<file path="config.mk">
export PLATFORM = sky130hd
export DESIGN_NAME = cm0_dbg_bpu_cnt
export DESIGN_NICKNAME = d
export VERILOG_FILES = /design/src/rtl/cm0_dbg_bpu_pkg.sv /design/src/rtl/cm0_dbg_bpu_comp.sv /design/src/rtl/cm0_dbg_bpu_cnt.sv
export SDC_FILE = /design/constraint.sdc
export NUM_CORES = 1
export LEC_CHECK = 0
export BUFFER_PORTS_ARGS = -buffer_cell sky130_fd_sc_hd__buf_2
export CAP_MARGIN = 20
export CORE_ASPECT_RATIO = 1.2
export CORE_MARGIN = 8
export CORE_UTILIZATION = 58
export CTS_CLUSTER_DIAMETER = 50
export DETAILED_ROUTE_END_ITERATION = 16
export MAX_ROUTING_LAYER = met4
export PLACE_DENSITY = 0.8
export SLEW_MARGIN = 20
export SYNTH_ARGS = -nofsm -noshare
export SYNTH_HDL_FRONTEND = slang
export SYNTH_SLANG_ARGS = --single-unit
export TNS_END_PERCENT = 1
</file>
<file path="constraint.sdc">
create_clock -name dclk -period 3.75 [get_ports dclk]
set_input_delay 0.75 -clock dclk [delete_from_list [all_inputs] [get_ports dclk]]
set_output_delay 0.75 -clock dclk [all_outputs]
set_load 0.02 [all_outputs]
</file>
<file path="src/rtl/cm0_dbg_bpu_pkg.sv">
// Shared constants for the instruction breakpoint unit: register map, MATCH
// encodings and CTRL bit positions.
package cm0_dbg_bpu_pkg;

  localparam int unsigned NcompMax = 8;

  localparam logic [4:0] RegCtrl     = 5'd0;
  localparam logic [4:0] RegStatus   = 5'd1;
  localparam logic [4:0] RegCompBase = 5'd2;
  localparam logic [4:0] RegCntBase  = 5'd10;

  typedef enum logic [1:0] {
    MatchNone  = 2'b00,
    MatchLower = 2'b01,
    MatchUpper = 2'b10,
    MatchBoth  = 2'b11
  } match_e;

  localparam int unsigned CtrlEnableBit = 0;
  localparam int unsigned CtrlKeyBit    = 1;
  localparam int unsigned CtrlNumLsb    = 4;

endpackage

</file>
<file path="src/rtl/cm0_dbg_bpu_comp.sv">
// One breakpoint comparator slice: COMP/MATCH/ENABLE/ONCE, the pass counter
// and raw/hit generation.
module cm0_dbg_bpu_comp
  import cm0_dbg_bpu_pkg::*;
#(
  parameter int unsigned CNTW = 8,
  parameter bit          RAR  = 1'b0
) (
  input  logic        dclk,
  input  logic        dbg_reset_n,
  input  logic        advance,
  input  logic        match_en,
  input  logic [26:0] fetch_addr,
  input  logic        comp_we,
  input  logic        cnt_we,
  input  logic [31:0] wdata,
  output logic [31:0] comp_rdata,
  output logic [31:0] cnt_rdata,
  output logic        hit,
  output logic [1:0]  match_field
);

  match_e            match_q;
  logic [26:0]       comp_q;
  logic              en_q, en_d;
  logic              once_q, once_d;
  logic [CNTW-1:0]   cnt_q, cnt_d;
  logic              raw, cnt_zero, dec;
  logic              unused_wdata;

  assign raw      = en_q & (fetch_addr == comp_q) & match_en & (match_q != MatchNone);
  assign cnt_zero = (cnt_q == '0);
  assign hit      = advance & raw & cnt_zero;
  assign dec      = advance & raw & ~cnt_zero;

  // Register writes are applied last so they win over ONCE-clear and decrement.
  always_comb begin
    en_d   = en_q;
    once_d = once_q;
    cnt_d  = cnt_q;
    if (hit && once_q) en_d = 1'b0;
    if (comp_we) begin
      en_d   = wdata[0];
      once_d = wdata[1];
    end
    if (dec) cnt_d = cnt_q - 1'b1;
    if (cnt_we) cnt_d = wdata[CNTW-1:0];
  end

  always_ff @(posedge dclk or negedge dbg_reset_n) begin
    if (!dbg_reset_n) begin
      en_q   <= 1'b0;
      once_q <= 1'b0;
      cnt_q  <= '0;
    end else begin
      en_q   <= en_d;
      once_q <= once_d;
      cnt_q  <= cnt_d;
    end
  end

  if (RAR) begin : g_rar
    always_ff @(posedge dclk or negedge dbg_reset_n) begin
      if (!dbg_reset_n) begin
        match_q <= MatchBoth;
        comp_q  <= '1;
      end else if (comp_we) begin
        match_q <= match_e'(wdata[31:30]);
        comp_q  <= wdata[28:2];
      end
    end
  end else begin : g_norar
    always_ff @(posedge dclk) begin
      if (comp_we) begin
        match_q <= match_e'(wdata[31:30]);
        comp_q  <= wdata[28:2];
      end
    end
  end

  assign comp_rdata   = {match_q, 1'b0, comp_q, once_q, en_q};
  assign cnt_rdata    = 32'(cnt_q);
  assign match_field  = match_q;
  assign unused_wdata = wdata[29];

endmodule

</file>
<file path="src/rtl/cm0_dbg_bpu_cnt.sv">
// Instruction breakpoint unit top: CTRL/STATUS, PPB decode and read mux,
// hit priority encoder and registered match/hit-ID outputs.
module cm0_dbg_bpu_cnt
  import cm0_dbg_bpu_pkg::*;
#(
  parameter int unsigned NCOMP = 4,
  parameter int unsigned CNTW  = 8,
  parameter bit          RAR   = 1'b0
) (
  input  logic        dclk,
  input  logic        dbg_reset_n,
  input  logic        hready_i,
  input  logic [29:0] alu_haddr_31_2_i,
  input  logic        alu_dbg_trans_i,
  input  logic        ctl_hprot_i,
  input  logic        dbg_c_debugen_i,
  input  logic        ppb_sel_i,
  input  logic        ppb_write_i,
  input  logic [4:0]  ppb_addr_i,
  input  logic [31:0] slv_wdata_i,
  output logic [31:0] bpu_hrdata_o,
  output logic [1:0]  bpu_match_o,
  output logic [2:0]  bpu_hit_id_o
);

  if (NCOMP == 0) begin : g_absent
    logic unused;
    assign unused = ^{dclk, dbg_reset_n, hready_i, alu_haddr_31_2_i, alu_dbg_trans_i,
                      ctl_hprot_i, dbg_c_debugen_i, ppb_sel_i, ppb_write_i, ppb_addr_i,
                      slv_wdata_i};
    assign bpu_hrdata_o = '0;
    assign bpu_match_o  = '0;
    assign bpu_hit_id_o = '0;
  end else begin : g_unit
    logic             advance, match_en, wr;
    logic             ctrl_en_q;
    logic [NCOMP-1:0] status_q, status_d, status_clr;
    logic [NCOMP-1:0] hit;
    logic [1:0]       match_field [NCOMP];
    logic [31:0]      comp_rdata [NCOMP];
    logic [31:0]      cnt_rdata [NCOMP];
    logic [1:0]       match_q, match_d;
    logic [2:0]       id_q, id_d;

    assign advance  = hready_i;
    // Only instruction fetches from the code region [31:29]==0 are considered.
    assign match_en = dbg_c_debugen_i & ctrl_en_q & alu_dbg_trans_i & ~ctl_hprot_i &
                      (alu_haddr_31_2_i[29:27] == 3'b000);
    assign wr       = ppb_sel_i & ppb_write_i;

    for (genvar g = 0; g < NCOMP; g++) begin : g_comp
      cm0_dbg_bpu_comp #(
        .CNTW (CNTW),
        .RAR  (RAR)
      ) u_comp (
        .dclk        (dclk),
        .dbg_reset_n (dbg_reset_n),
        .advance     (advance),
        .match_en    (match_en),
        .fetch_addr  (alu_haddr_31_2_i[26:0]),
        .comp_we     (wr && (ppb_addr_i == RegCompBase + 5'(g))),
        .cnt_we      (wr && (ppb_addr_i == RegCntBase + 5'(g))),
        .wdata       (slv_wdata_i),
        .comp_rdata  (comp_rdata[g]),
        .cnt_rdata   (cnt_rdata[g]),
        .hit         (hit[g]),
        .match_field (match_field[g])
      );
    end

    // A new hit wins over a same-cycle W1C of the same bit.
    assign status_clr = (wr && (ppb_addr_i == RegStatus)) ? slv_wdata_i[NCOMP-1:0] : '0;
    assign status_d   = hit | (status_q & ~status_clr);

    always_comb begin
      match_d = '0;
      id_d    = '0;
      for (int i = int'(NCOMP) - 1; i >= 0; i--) begin
        if (hit[i]) begin
          match_d = match_d | match_field[i];
          id_d    = 3'(i);
        end
      end
    end

    always_ff @(posedge dclk or negedge dbg_reset_n) begin
      if (!dbg_reset_n) begin
        ctrl_en_q <= 1'b0;
        status_q  <= '0;
        match_q   <= '0;
        id_q      <= '0;
      end else begin
        if (wr && (ppb_addr_i == RegCtrl) && slv_wdata_i[CtrlKeyBit]) begin
          ctrl_en_q <= slv_wdata_i[CtrlEnableBit];
        end
        status_q <= status_d;
        if (advance) begin
          match_q <= match_d;
          id_q    <= id_d;
        end
      end
    end

    always_comb begin
      bpu_hrdata_o = '0;
      if (ppb_sel_i) begin
        if (ppb_addr_i == RegCtrl) begin
          bpu_hrdata_o[CtrlNumLsb +: 4]  = 4'(NCOMP);
          bpu_hrdata_o[CtrlEnableBit]    = ctrl_en_q;
        end else if (ppb_addr_i == RegStatus) begin
          bpu_hrdata_o = 32'(status_q);
        end
        for (int i = 0; i < int'(NCOMP); i++) begin
          if (ppb_addr_i == RegCompBase + 5'(i)) bpu_hrdata_o = comp_rdata[i];
          if (ppb_addr_i == RegCntBase + 5'(i))  bpu_hrdata_o = cnt_rdata[i];
        end
      end
    end

    assign bpu_match_o  = match_q;
    assign bpu_hit_id_o = id_q;
  end

endmodule

</file>
==> flow_summary.toml <==
[placement]
place_congestion = 1.00
portBuffers = 108
place_hpwl_um = 18200

[floorplanning]
io_pins = 112
dieWidth_um = 127
core_um2 = 14800
die_area_um2 = 19000
die_h_um = 150
start_util_pct = 58.3
row_count = 49

[sta]
finalHoldViolations = 0
fin_skew_ps = 14.5
rsz0062_at_grt = "no"
slew-limit-headroom_pct = 45.9
worst_pin_slew_ps = 811
clock.fmax_ghz = 0.290
drv_slew = 0
post-route-min-period_ps = 3450
finalCritPeriodShare_pct = 91.9
finalSetupViolCount = 0
whs_ps = 399

[outcome]
status = "finished clean"

[cells_and_area]
syn_to_final_growth_pct = 17.1
fin_nets = 951
drive_gt1_share_pct = 22.6
nFillCells = 1119

[power_and_ir_drop]
power_uw = 4300
p_int_uw = 3120
power.share.clock_pct = 39.9
power_frac_comb_pct = 10.6
p_sw_share_pct = 27.5
p_sw_uw = 1180
p_per_area_nw_per_um2 = 426
seqPwrFrac_pct = 49.5
p_leak_uw = 0.00375
vdd_ir_drop_max_uv = 325

[logic_synthesis]
synth_warnings = 0
synthCells = 753
syn-cell-area_um2 = 8620
synth_top_flop_cell = "edfxtp_1"
netlist_top_cells_area = "edfxtp_1 (40%), dfrtp_1 (14%), xor2_1 (7.5%)"
ys_ff_latch = 165
synth_edf_count = 116
synthArstFlopShare_pct = 29.7
yosysTopAreaCellShare_pct = 40.4
synth_cell_types = 63
postSynthAreaPerCell_um2 = 11.4
yosysTopAreaCell = "edfxtp_1"
yosysSeqAreaShare_pct = 54.6

[drt]
avgViaCountPerCell = 6.32
postRouteAntennaNets = 0
wire_per_inst_um = 23.3
drt_iter0_drc = 788
dr.pass1.iters = 6
routed_wl_um = 25400
dr_total_vias = 6899
post-route-drc-count = 0

[flow_run]
max_cap_violations = 0

[setup_path]
critPathTopFamily = "simple AND/OR/NAND/NOR gates"
r2r_cells = 7
crit_path_max_incr_delay_ps = 400
critPathRequiredTime_ps = 3000
worstPathArrival_ps = 2700
reg2reg_from = "g_unit.g_comp[3].u_comp.comp_q[15]$_DFFE_PP_"
crit_path_start_kind = "primary input"
crit_buf_inv = 3
cp_max_fo = 23
path_cells = "buf_2 > nor3b_2 > and2_0 > nand2_1 > nand2_1 > buf_4 > a21oi_1 > buf_2"
cpMaxStageDelayCell = "nor3b_2"
rr_endpoint = "g_unit.g_comp[3].u_comp.cnt_q[5]$_DFFE_PN0P_"
critPathKind = "in -> out"
r2r_slack_ps = 1000
critPathCaptureType = "output pin"

[cts]
root_buffer = "clkbuf_16"
cts_buffer_depth = 2
cts-resized-gates = 0
cts_hold_buffers = 0
insertion_delay_ps = 450
clkSinkCount = 165
path_clk_slew_ps = 70
cts_max_level = 4
cts_tree = "built"
cts_setup_buffers = 0
numCtsBuffers = 17

[global_routing]
antenna_found_initial = 1
grt_max_degree = 36
track_usage_pct = 28.2
grt_overflow = 0
grt_pass1_wl_um = 39100
grt_pass1_vias = 6978

[worst_hold_path]
min_path_type = "in -> async"
[state kept, by name, indices dropped and copies added, names as in the netlist]
register and flops:
g_unit.status_q 4, g_unit.g_comp.u_comp.cnt_q 32, g_unit.g_comp.u_comp.match_field 8, bpu_match_o 2
bpu_hit_id_o 2, g_unit.g_comp.u_comp.once_q 4, g_unit.g_comp.u_comp.en_q 4, g_unit.g_comp.u_comp.comp_q 108
g_unit.ctrl_en_q 1
[per-stage QoR]
stage	setup TNS (ps)	utilization, %	cell area (um^2)	setup WS (ps)	cells
2_1_floorplan	-6000	-	8630	-322	754
3_3_place_gp	0	64.3	9510	401	1057
3_5_place_dp	0	64.3	9510	388	1057
4_1_cts	0	68.3	10100	363	1089
5_1_grt	0	68.3	10100	210	1090
6_report	0	68.3	10100	304	1091
[worst max-delay path by stage]
stage	from	endpoint	slack (ps)	depth (start not counted)
after floorplan	ppb_addr_i[2]	g_unit.g_comp[1].u_comp.once_q$_DFFE_PN0P_	-320	4
after global placement	ppb_addr_i[1]	bpu_hrdata_o[9]	400	8
after detailed placement	ppb_addr_i[1]	bpu_hrdata_o[9]	390	8
after CTS	ppb_addr_i[1]	bpu_hrdata_o[9]	360	8
after global routing	ppb_addr_i[1]	bpu_hrdata_o[24]	210	7
final	ppb_addr_i[1]	bpu_hrdata_o[25]	300	8
[worst reg2reg max path, cell delays in order, from the launching register on]
cell,delay (ps)
edfxtp_1,410
xor2_1,180
nor4_1,420
nand4_1,320
nor4b_4,630
nand2_2,130
or4_1,410
a31oi_1,160
[layout by cell type, fill, tap and decap left out, types with 3 or more instances in the layout]
cell and instances:
edfxtp_1 116, buf_2 108, xor2_1 74, xnor2_1 53
a22oi_1 52, nor2_1 49, dfrtp_1 49, a21oi_1 44
nand2_1 34, o21ai_0 30, nor4_1 22, buf_4 19
inv_1 18, clkbuf_16 17, nand4_1 16, nor3_1 16
mux2_2 15, nand3_1 15, or3_1 13, nor2b_1 12
a31oi_1 7, a221oi_1 6, inv_8 6, nand2b_1 5
mux2i_1 5, o211ai_1 4, o22ai_1 4, or3b_2 4
a21o_1 4, ha_1 4, inv_6 4, o221ai_1 3
nand3b_1 3
[synth_stat cells (18+ instances only)]
| library cell | number |
|---|---|
| nor4_1 | 22 |
| clkbuf_1 | 25 |
| nand2_1 | 34 |
| edfxtp_1 | 116 |
| nor2_1 | 52 |
| nor3_1 | 18 |
| inv_1 | 18 |
| xor2_1 | 74 |
| xnor2_1 | 53 |
| o21ai_0 | 30 |
| a21oi_1 | 44 |
| a22oi_1 | 52 |
| dfrtp_1 | 49 |
[per-layer routing]
metal	part of all wire, %	GRT usage, %
met1	38	33.1
met2	48	45.2
met3	9.5	5.53
met4	4.6	15.7
met5	0	-
[area by class of cell]
cell class	count	area [um^2]	area share, %
Antenna cell	2	5.00	0.0496
Timing Repair Buffer	129	723	7.17
Sequential cell	165	4710	46.7
Inverter	19	71.3	0.707
Multi-Input combinational cell	540	3750	37.1
Clock buffer	18	429	4.25
Clock inverter	14	151	1.50
Tap cell	204	255	2.53
[kinds of logic (layout without fill, tap and decap cells)]
logic type               Yosys count  after routing  synth area share, %
XOR/XNOR                         127            127                 12.9
AO/OA/AOI/OAI                    171            171                 13.3
adder cells (fa/ha/maj)            4              4                0.581
flip-flops                       165            165                 54.6
other                              1              4               0.0435
buffers and inverters             49            180                 2.31
AND/OR/NAND/NOR                  215            215                 13.4
multiplexers                      21             21                 2.80
[power by group through the flow]
stage	clock network [uW]	logic (uW)	registers [uW]
global route	1790	494	2140
finish	1720	454	2130
CTS	1720	449	2130
global placement	0	434	2160
floorplan	0	272	2130
detailed placement	0	446	2160
(Power assumes the default switching activity.)
